## config.mk

```make
export PLATFORM = sky130hd
export DESIGN_NAME = fifo_push_arbiter
export DESIGN_NICKNAME = d
export VERILOG_FILES = /design/src/rtl/fifo_arb_pkg.sv /design/src/rtl/fifo_push_arbiter_rr_pick.sv /design/src/rtl/fifo_push_arbiter.sv
export SDC_FILE = /design/constraint.sdc
export NUM_CORES = 1
export LEC_CHECK = 0
export ABC_AREA = 0
export CAP_MARGIN = 0
export CORE_UTILIZATION = 32
export DETAILED_ROUTE_END_ITERATION = 8
export HOLD_SLACK_MARGIN = 0.12
export PLACE_DENSITY_LB_ADDON = 0.08
export SYNTH_ARGS = -nofsm -noshare
export SYNTH_HDL_FRONTEND = slang
export SYNTH_SLANG_ARGS = --single-unit
```

## constraint.sdc

```tcl
create_clock -name clk -period 2.3 [get_ports clk]
set_input_delay 0.46 -clock clk [delete_from_list [all_inputs] [get_ports clk]]
set_output_delay 0.46 -clock clk [all_outputs]
set_load 0.01 [all_outputs]
```

## src/rtl/fifo_arb_pkg.sv

```systemverilog
// rtl/fifo_arb_pkg.sv - shared types and constants for the FIFO push arbiter
package fifo_arb_pkg;

  typedef enum logic [0:0] {
    IDLE   = 1'b0,
    LOCKED = 1'b1
  } arb_state_t;

  localparam int STAT_WIDTH = 16;
  localparam logic [STAT_WIDTH-1:0] STAT_MAX = '1;

endpackage

```

## src/rtl/fifo_push_arbiter_rr_pick.sv

```systemverilog
// rtl/fifo_push_arbiter_rr_pick.sv - combinational round-robin picker, searching upward from ptr+1
module rr_pick #(
  parameter int N = 4
) (
  input  logic [N-1:0]         req,
  input  logic [$clog2(N)-1:0] ptr,
  output logic                 found,
  output logic [$clog2(N)-1:0] idx
);

  localparam int W = $clog2(N);

  int cand;

  // Wrap is explicit so non-power-of-two N never aliases onto unused indices.
  always_comb begin
    found = 1'b0;
    idx   = '0;
    cand  = 0;
    for (int i = 1; i <= N; i++) begin
      cand = int'(ptr) + i;
      if (cand >= N) cand = cand - N;
      if (!found && req[cand[W-1:0]]) begin
        found = 1'b1;
        idx   = cand[W-1:0];
      end
    end
  end

endmodule

```

## src/rtl/fifo_push_arbiter.sv

```systemverilog
// rtl/fifo_push_arbiter.sv - round-robin, packet-locking arbiter for a shared FIFO push port
// Optional per-requester beat counters enabled by FIFO_PUSH_ARBITER_STATS_EN.
module fifo_push_arbiter
  import fifo_arb_pkg::*;
#(
  parameter int N_REQ      = 4,
  parameter int DATA_WIDTH = 8
) (
  input  logic                        clk,
  input  logic                        reset_n,
  input  logic [N_REQ-1:0]            req_valid_i,
  input  logic [N_REQ*DATA_WIDTH-1:0] req_data_i,
  input  logic [N_REQ-1:0]            req_last_i,
  output logic [N_REQ-1:0]            req_grant_o,
  output logic                        push_valid_o,
  output logic [DATA_WIDTH-1:0]       push_data_o,
  input  logic                        push_grant_i,
  output logic [$clog2(N_REQ)-1:0]    owner_o,
`ifdef FIFO_PUSH_ARBITER_STATS_EN
  input  logic                        stats_clr_i,
  output logic [N_REQ*STAT_WIDTH-1:0] beat_cnt_o,
`endif
  output logic                        busy_o
);

  localparam int OWNER_WIDTH = $clog2(N_REQ);

  arb_state_t             state;
  logic [OWNER_WIDTH-1:0] owner;
  logic [OWNER_WIDTH-1:0] rr_ptr;
  logic [OWNER_WIDTH-1:0] pick_idx;
  logic [OWNER_WIDTH-1:0] sel;
  logic                   pick_found;
  logic                   sel_vld;
  logic                   sel_valid;
  logic                   sel_last;
  logic                   xfer;

  rr_pick #(.N(N_REQ)) u_rr_pick (
    .req   (req_valid_i),
    .ptr   (rr_ptr),
    .found (pick_found),
    .idx   (pick_idx)
  );

  always_comb begin
    sel       = (state == LOCKED) ? owner : pick_idx;
    sel_vld   = (state == LOCKED) | pick_found;
    sel_valid = sel_vld & req_valid_i[sel];
    sel_last  = req_last_i[sel];
    xfer      = sel_valid & push_grant_i;
  end

  // Outputs are forced low while reset is asserted, even if requesters still drive valid.
  always_comb begin
    push_valid_o = 1'b0;
    push_data_o  = '0;
    req_grant_o  = '0;
    owner_o      = owner;
    busy_o       = 1'b0;
    if (reset_n) begin
      push_valid_o = sel_valid;
      busy_o       = (state == LOCKED);
      if (sel_vld) begin
        push_data_o      = req_data_i[int'(sel)*DATA_WIDTH +: DATA_WIDTH];
        owner_o          = sel;
        req_grant_o[sel] = xfer;
      end
    end
  end

  // owner also tracks the last IDLE pick so owner_o holds it when nothing is selected.
  always_ff @(posedge clk or negedge reset_n) begin
    if (!reset_n) begin
      state  <= IDLE;
      owner  <= '0;
      rr_ptr <= OWNER_WIDTH'(N_REQ - 1);
    end else begin
      case (state)
        IDLE: begin
          if (pick_found) begin
            owner <= pick_idx;
            if (xfer && sel_last) rr_ptr <= pick_idx;
            else                  state  <= LOCKED;
          end
        end
        LOCKED: begin
          if (xfer && sel_last) begin
            state  <= IDLE;
            rr_ptr <= owner;
          end
        end
        default: state <= IDLE;
      endcase
    end
  end

`ifdef FIFO_PUSH_ARBITER_STATS_EN
  logic [N_REQ-1:0][STAT_WIDTH-1:0] beat_cnt;

  always_ff @(posedge clk or negedge reset_n) begin
    if (!reset_n) begin
      beat_cnt <= '0;
    end else begin
      for (int k = 0; k < N_REQ; k++) begin
        if (stats_clr_i)
          beat_cnt[k] <= '0;
        else if (req_grant_o[k] && beat_cnt[k] != STAT_MAX)
          beat_cnt[k] <= beat_cnt[k] + 1'b1;
      end
    end
  end

  assign beat_cnt_o = beat_cnt;
`endif

endmodule

```

==> results of run 1 <==
-- critical path: stages (launching register included) --
cell and delay (ps):
dfstp_2 540, inv_2 40, a311o_1 380, a21oi_4 230, buf_12 150, buf_8 120, mux2_4 310, nor2_4 80
a211oi_2 40, buf_2 150
-- layer usage --
metal,track usage,vias to the layer above,part of all wire
li1,-,586,-
met1,0.2763,602,0.37
met2,0.4479,70,0.54
met3,0.02874,15,0.051
met4,0.1754,0,0.036
met5,0,-,0
-- Yosys cell counts, types with 2 or more instances --
| cell | n | area share |
|---|---|---|
| a211oi_1 | 3 | 0.027 |
| a211oi_2 | 6 | 0.089 |
| a21oi_1 | 3 | 0.018 |
| and2_1 | 2 | 0.015 |
| and3_1 | 3 | 0.022 |
| buf_2 | 2 | 0.012 |
| clkbuf_1 | 2 | 0.0089 |
| dfrtp_1 | 3 | 0.089 |
| dfstp_2 | 2 | 0.062 |
| inv_1 | 2 | 0.0089 |
| mux2_1 | 6 | 0.080 |
| mux2_2 | 5 | 0.067 |
| mux2i_1 | 10 | 0.12 |
| nand2_1 | 12 | 0.053 |
| nand2b_1 | 5 | 0.037 |
| nand3_1 | 2 | 0.012 |
| nor2_1 | 12 | 0.053 |
| o21ai_0 | 2 | 0.012 |
| or4_1 | 2 | 0.018 |
-- flip-flops by register name, indices dropped and copies added (netlist names) --
name,count
owner,2
rr_ptr,2
state,1
-- worst paths after layout --
| kind | slack, ps | endpoint | start | cells after the start |
|---|---|---|---|---|
| worst max-delay path | -480 | push_data_o[2] | rr_ptr[0] | 9 |
| worst min-delay path | 200 | owner[0] | reset_n | 2 |
| worst max register to register | -220 | rr_ptr[1] | rr_ptr[0] | 10 |
| worst min register to register | 550 | owner[0] | owner[0] | 2 |
| max in group asynchronous | 1900 | rr_ptr[1] | reset_n | 2 |
| min in group clk | 550 | owner[0] | owner[0] | 2 |
-- layout make-up --
type	count	area, um^2	area share
multi-input cells	87	832.0	0.3963
flip-flops and latches	5	127.6	0.06079
well taps	30	37.54	0.01788
repair buffers	110	1069	0.5089
inverters	2	7.507	0.003576
clock buffers	4	26.28	0.01251
-- kinds of logic (layout without fill, tap and decap cells) --
group | Yosys count | count (layout) | synth area share
compound gates | 21 | 21 | 0.2315
buf+inv | 9 | 116 | 0.07568
flops | 5 | 5 | 0.1513
mux | 22 | 22 | 0.2834
simple gates | 44 | 44 | 0.2582
-- report_power, final --
group / leakage [nW] / switching (mW) / total, mW / internal, mW
Sequential: 0.0540 / 0.0395 / 0.181 / 0.142
Clock: 0.0150 / 0.0464 / 0.113 / 0.0663
Combinational: 0.896 / 0.955 / 2.43 / 1.48
-- through the flow --
step,cells,instance area [um^2],utilization,setup slack [ps],setup TNS [ps]
after global placement,208,1689,0.6818,-981.4,-15210
after CTS,234,1977,0.7980,-479.0,-5730
after detailed placement,208,1689,0.6818,-1031,-15840
final,238,2100,0.8475,-477.7,-6122
after global routing,238,2100,0.8475,-534.2,-6911
after floorplan,101,899.6,-,-49.33,-259.6
-- timing repair --
item	CTS	global route
pin swaps	13	10
gates resized for setup	102	25
gates cloned	2	1
setup endpoints to repair	18	19
buffers inserted	20	3
==> results.sh, run 1 <==
export IMPL_outcome="finished with violations"
export IMPL_violations="setup timing"
export IMPL_cp_end_kind="output port"
export IMPL_power_density_nw_per_um2=1300
export IMPL_overflow=0
export IMPL_clockRootBuffer="clkbuf_4"
export IMPL_cts_tree="done"
export IMPL_setup_violations=18
export IMPL_synth_fp_nets=144
export IMPL_synthToLayoutAreaGrowth_pct=149.0
export IMPL_dr_pass1_iters=4
export IMPL_rows=18
export IMPL_cp_start_kind="flop"
export IMPL_io_pins=59
export IMPL_drive_gt1_frac=0.5865
export IMPL_antenna_found_initial=0
export IMPL_maxCapViolations=0
export IMPL_syn_inst=101
export IMPL_postRouteAntennaNets=0
export IMPL_cts_sinks=5
export IMPL_p_total_mw=2.729
export IMPL_nets=252
export IMPL_yosysWarnings=0
export IMPL_final_hold_viol_count=0
export IMPL_vias=1273
export IMPL_synth_ff_latch_count=5
export IMPL_die_area_um2=2845
export IMPL_cts_htree_levels=1
export IMPL_viasPerCell=5.349
export IMPL_cp_data_required_time_ps=1840
export IMPL_grt_pass1_wl_um=5099
export IMPL_final_common_cell="clkdlybuf4s50_1"
export IMPL_synth_edf_count=0
export IMPL_grt_max_degree=11
export IMPL_hold_buffers=0
export IMPL_ir_worst_vdd_mv=1.086
export IMPL_die_y_um=53.34
export IMPL_most_common_layout_cells="clkdlybuf4s50_1, buf_4, buf_2"
export IMPL_crit_type="flop to output port"
export IMPL_routed_wl_um=3929
export IMPL_dominantRegCellSynth="dfrtp_1"
export IMPL_clkSlewWorstSetupHoldPaths_ps=50
export IMPL_antennaDiodeCount=0
export IMPL_ys_seq_area_frac=0.1513
export IMPL_synth_distinct_cells=36
export IMPL_fin_crit_sh=1.208
export IMPL_rsz0062_at_grt="true"
export IMPL_grt_pass1_vias=1202
export IMPL_drcViolationCount=0
export IMPL_worst_slew_pin_slew_ps=280.4
export IMPL_hold_ws_ps=202.3
export IMPL_crit_fanout=7
export IMPL_place_congestion=0.8447
export IMPL_drt_iter0_drc=38
export IMPL_netlist_area_um2=843.3
export IMPL_avgSynthCellArea_um2=8.350
export IMPL_clock_latency_ps=260
export IMPL_final_min_clock_period_ps=2778
export IMPL_worst_slack_ps=-477.7
export IMPL_clockBufferDepth=2
export IMPL_grt_use_total=0.2536
export IMPL_worstPathArrival_ps=2320
export IMPL_skew_ps=12.21
export IMPL_min_path_type="input pin to asynchronous set/reset pin"
export IMPL_drv_slew=0
export IMPL_leakage_nw=0.9650
export IMPL_portBuffers=58
export IMPL_hpwl_um=2216
export IMPL_initial_utilization=0.3404
export IMPL_wl_per_cell_um=16.51
export IMPL_synthArstFlopShare=1.000
export IMPL_relSlewSlack=0.8094
export IMPL_fmax_mhz=360.0
export IMPL_cts_buffers=3
export IMPL_fillCellCount=144
export IMPL_core_area_um2=2477
export IMPL_fp_dieW_um=53.34
(Power assumes the default switching activity.)
==> run 2: changes to the inputs <==
- CORE_UTILIZATION: 32 -> 33
- CTS_BUF_LIST: not set -> sky130_fd_sc_hd__clkbuf_8
==> run 2 against run 1 <==
Highest routed layer unchanged. Maximum frequency rose by 0.90%. Power is 2.2% lower. Largest cell class unchanged. Flip-flop and latch count unchanged. Design area down 2.2%. Register-to-register slack improved by 20 ps. The run still ends with setup timing left. Clock-buffer cell count shrank 1. Via count up 0.39%. Die area decreased by 2.9%. Clock power grew 43%.
==> results.sh, run 2 (synthesis gave the netlist of run 1 again) <==
export IMPL_outcome="finished with violations"
export IMPL_violations="setup timing"
export IMPL_final_common_cell="clkdlybuf4s50_1"
export IMPL_viasPerCell=5.605
export IMPL_grt_pass1_vias=1371
export IMPL_worst_slew_pin_slew_ps=280.9
export IMPL_synthToLayoutAreaGrowth_pct=143.5
export IMPL_fp_dieW_um=52.55
export IMPL_multi_input_area_um2=902.1
export IMPL_fmax_mhz=363.3
export IMPL_rows=17
export IMPL_wl_per_cell_um=19.07
export IMPL_regToRegSetupSlack_ps=-200
export IMPL_regArea_um2=127.6
export IMPL_relSlewSlack=0.8091
export IMPL_regToRegStartpoint="rr_ptr[0]"
export IMPL_hold_buffers=0
export IMPL_io_pins=59
export IMPL_antennaDiodeCount=0
export IMPL_clockRootBuffer="clkbuf_8"
export IMPL_top_regs="owner: 2 flops, rr_ptr: 2 flops, state: 1 flops"
export IMPL_grt_pass1_wl_um=6458
export IMPL_antenna_found_initial=0
export IMPL_fin_util=0.8856
export IMPL_clock_latency_ps=230
export IMPL_ir_worst_vdd_mv=1.197
export IMPL_leakage_nw=0.9323
export IMPL_worstPathArrival_ps=2290
export IMPL_reg2regPathDepth=9
export IMPL_clkSlewWorstSetupHoldPaths_ps=40
export IMPL_grt_use_total=0.3237
export IMPL_die_area_um2=2762
export IMPL_fillCellCount=103
export IMPL_cts_sinks=5
export IMPL_cts_tree="done"
export IMPL_crit_type="flop to output port"
export IMPL_setup_violations=18
export IMPL_clockBufferDepth=2
export IMPL_initial_utilization=0.3637
export IMPL_final_min_clock_period_ps=2753
export IMPL_drv_slew=0
export IMPL_routed_wl_um=4349
export IMPL_drive_gt1_frac=0.6050
export IMPL_cp_start_kind="flop"
export IMPL_drcViolationCount=0
export IMPL_rsz0062_at_grt="true"
export IMPL_cts_htree_levels=1
export IMPL_grt_max_degree=9
export IMPL_hpwl_um=2229
export IMPL_overflow=0
export IMPL_vias=1278
export IMPL_worst_slack_ps=-452.8
export IMPL_portBuffers=58
export IMPL_cp_end_kind="output port"
export IMPL_drt_iter0_drc=47
export IMPL_most_common_layout_cells="clkdlybuf4s50_1, buf_4, buf_2"
export IMPL_post_place_ws_ps=-1031
export IMPL_postRouteAntennaNets=0
export IMPL_core_area_um2=2318
export IMPL_place_congestion=0.9384
export IMPL_skew_ps=9.551
export IMPL_nets=244
export IMPL_final_hold_viol_count=0
export IMPL_reg2reg_to="rr_ptr[1]"
export IMPL_hold_ws_ps=257.0
export IMPL_power_density_nw_per_um2=1300
export IMPL_maxCapViolations=0
export IMPL_min_path_type="input pin to asynchronous set/reset pin"
export IMPL_cts_buffers=3
export IMPL_dr_pass1_iters=4
export IMPL_cp_data_required_time_ps=1840
export IMPL_fin_crit_sh=1.197
export IMPL_crit_fanout=8
export IMPL_die_y_um=52.55
## run 2: cell types whose count changed in the layout (fill, tap and decap cells not counted), sizes merged
cell / before / now
buf: 68 / 61
clkbuf: 7 / 3
clkdlybuf4s15: 0 / 1
dlygate4sd2: 0 / 1
inv: 2 / 3
## run 2: where the power goes
group / total (mW) / leakage (nW) / switching, mW / internal (mW)
Clock: 0.162 / 0.0269 / 0.0475 / 0.115
Combinational: 2.31 / 0.851 / 1.01 / 1.30
Sequential: 0.199 / 0.0540 / 0.0566 / 0.143
Total: 2.67 / 0.932 / 1.11 / 1.56
## run 2: through the flow
stage | cells | instance area (um^2) | setup TNS [ps] | power [mW]
after detailed placement | 205 | 1679 | -15690 | 1.740
after floorplan | 101 | 899.6 | -259.6 | 1.108
after global placement | 205 | 1679 | -15200 | 1.715
final | 228 | 2053 | -6151 | 2.669
after global routing | 228 | 2053 | -7233 | 2.789
after CTS | 228 | 2021 | -5181 | 2.608
## run 2: critical path, stage by stage, from the launching register on
cell and delay, ps:
dfstp_2 590, nand2_2 80, buf_4 140, buf_4 130, a21oi_2 170, or4_4 180
nand3_4 110, buf_12 170, buf_8 120, a211oi_2 220, buf_2 160
## run 2: worst max-delay path by stage
stage,depth (start not counted),slack (ps),endpoint,startpoint
3_5_place_dp,9,-1030,push_valid_o,req_valid_i[3]
6_report,10,-450,push_data_o[2],rr_ptr[1]
5_1_grt,10,-510,push_data_o[2],rr_ptr[1]
3_3_place_gp,9,-980,push_valid_o,req_valid_i[3]
4_1_cts,9,-450,push_data_o[1],rr_ptr[1]
2_1_floorplan,7,-50,push_data_o[0],rr_ptr[0]
## run 2: layout make-up
cell class,count,area share
multi-input combinational,87,0.4394
clock buffer,3,0.02011
clock inverter,1,0.001828
timing repair buffer,102,0.4558
tap,28,0.01706
sequential,5,0.06216
inverter,2,0.003656
## run 2: what timing repair did
| action | 4_1_cts | 5_1_grt |
|---|---|---|
| buffers inserted | 17 | 7 |
| pin swaps | 21 | 20 |
| gates resized for setup | 115 | 26 |
| gates cloned | 3 | 0 |
| endpoints found under the setup margin | 18 | 19 |
## run 2: per-layer routing
| metal | up-vias | part of all wire | global-route usage |
|---|---|---|---|
| met2 | 80 | 0.51 | 0.6055 |
| li1 | 569 | - | - |
| met5 | - | 0 | 0 |
| met4 | 0 | 0.040 | 0.1272 |
| met1 | 611 | 0.38 | 0.3507 |
| met3 | 18 | 0.064 | 0.06087 |
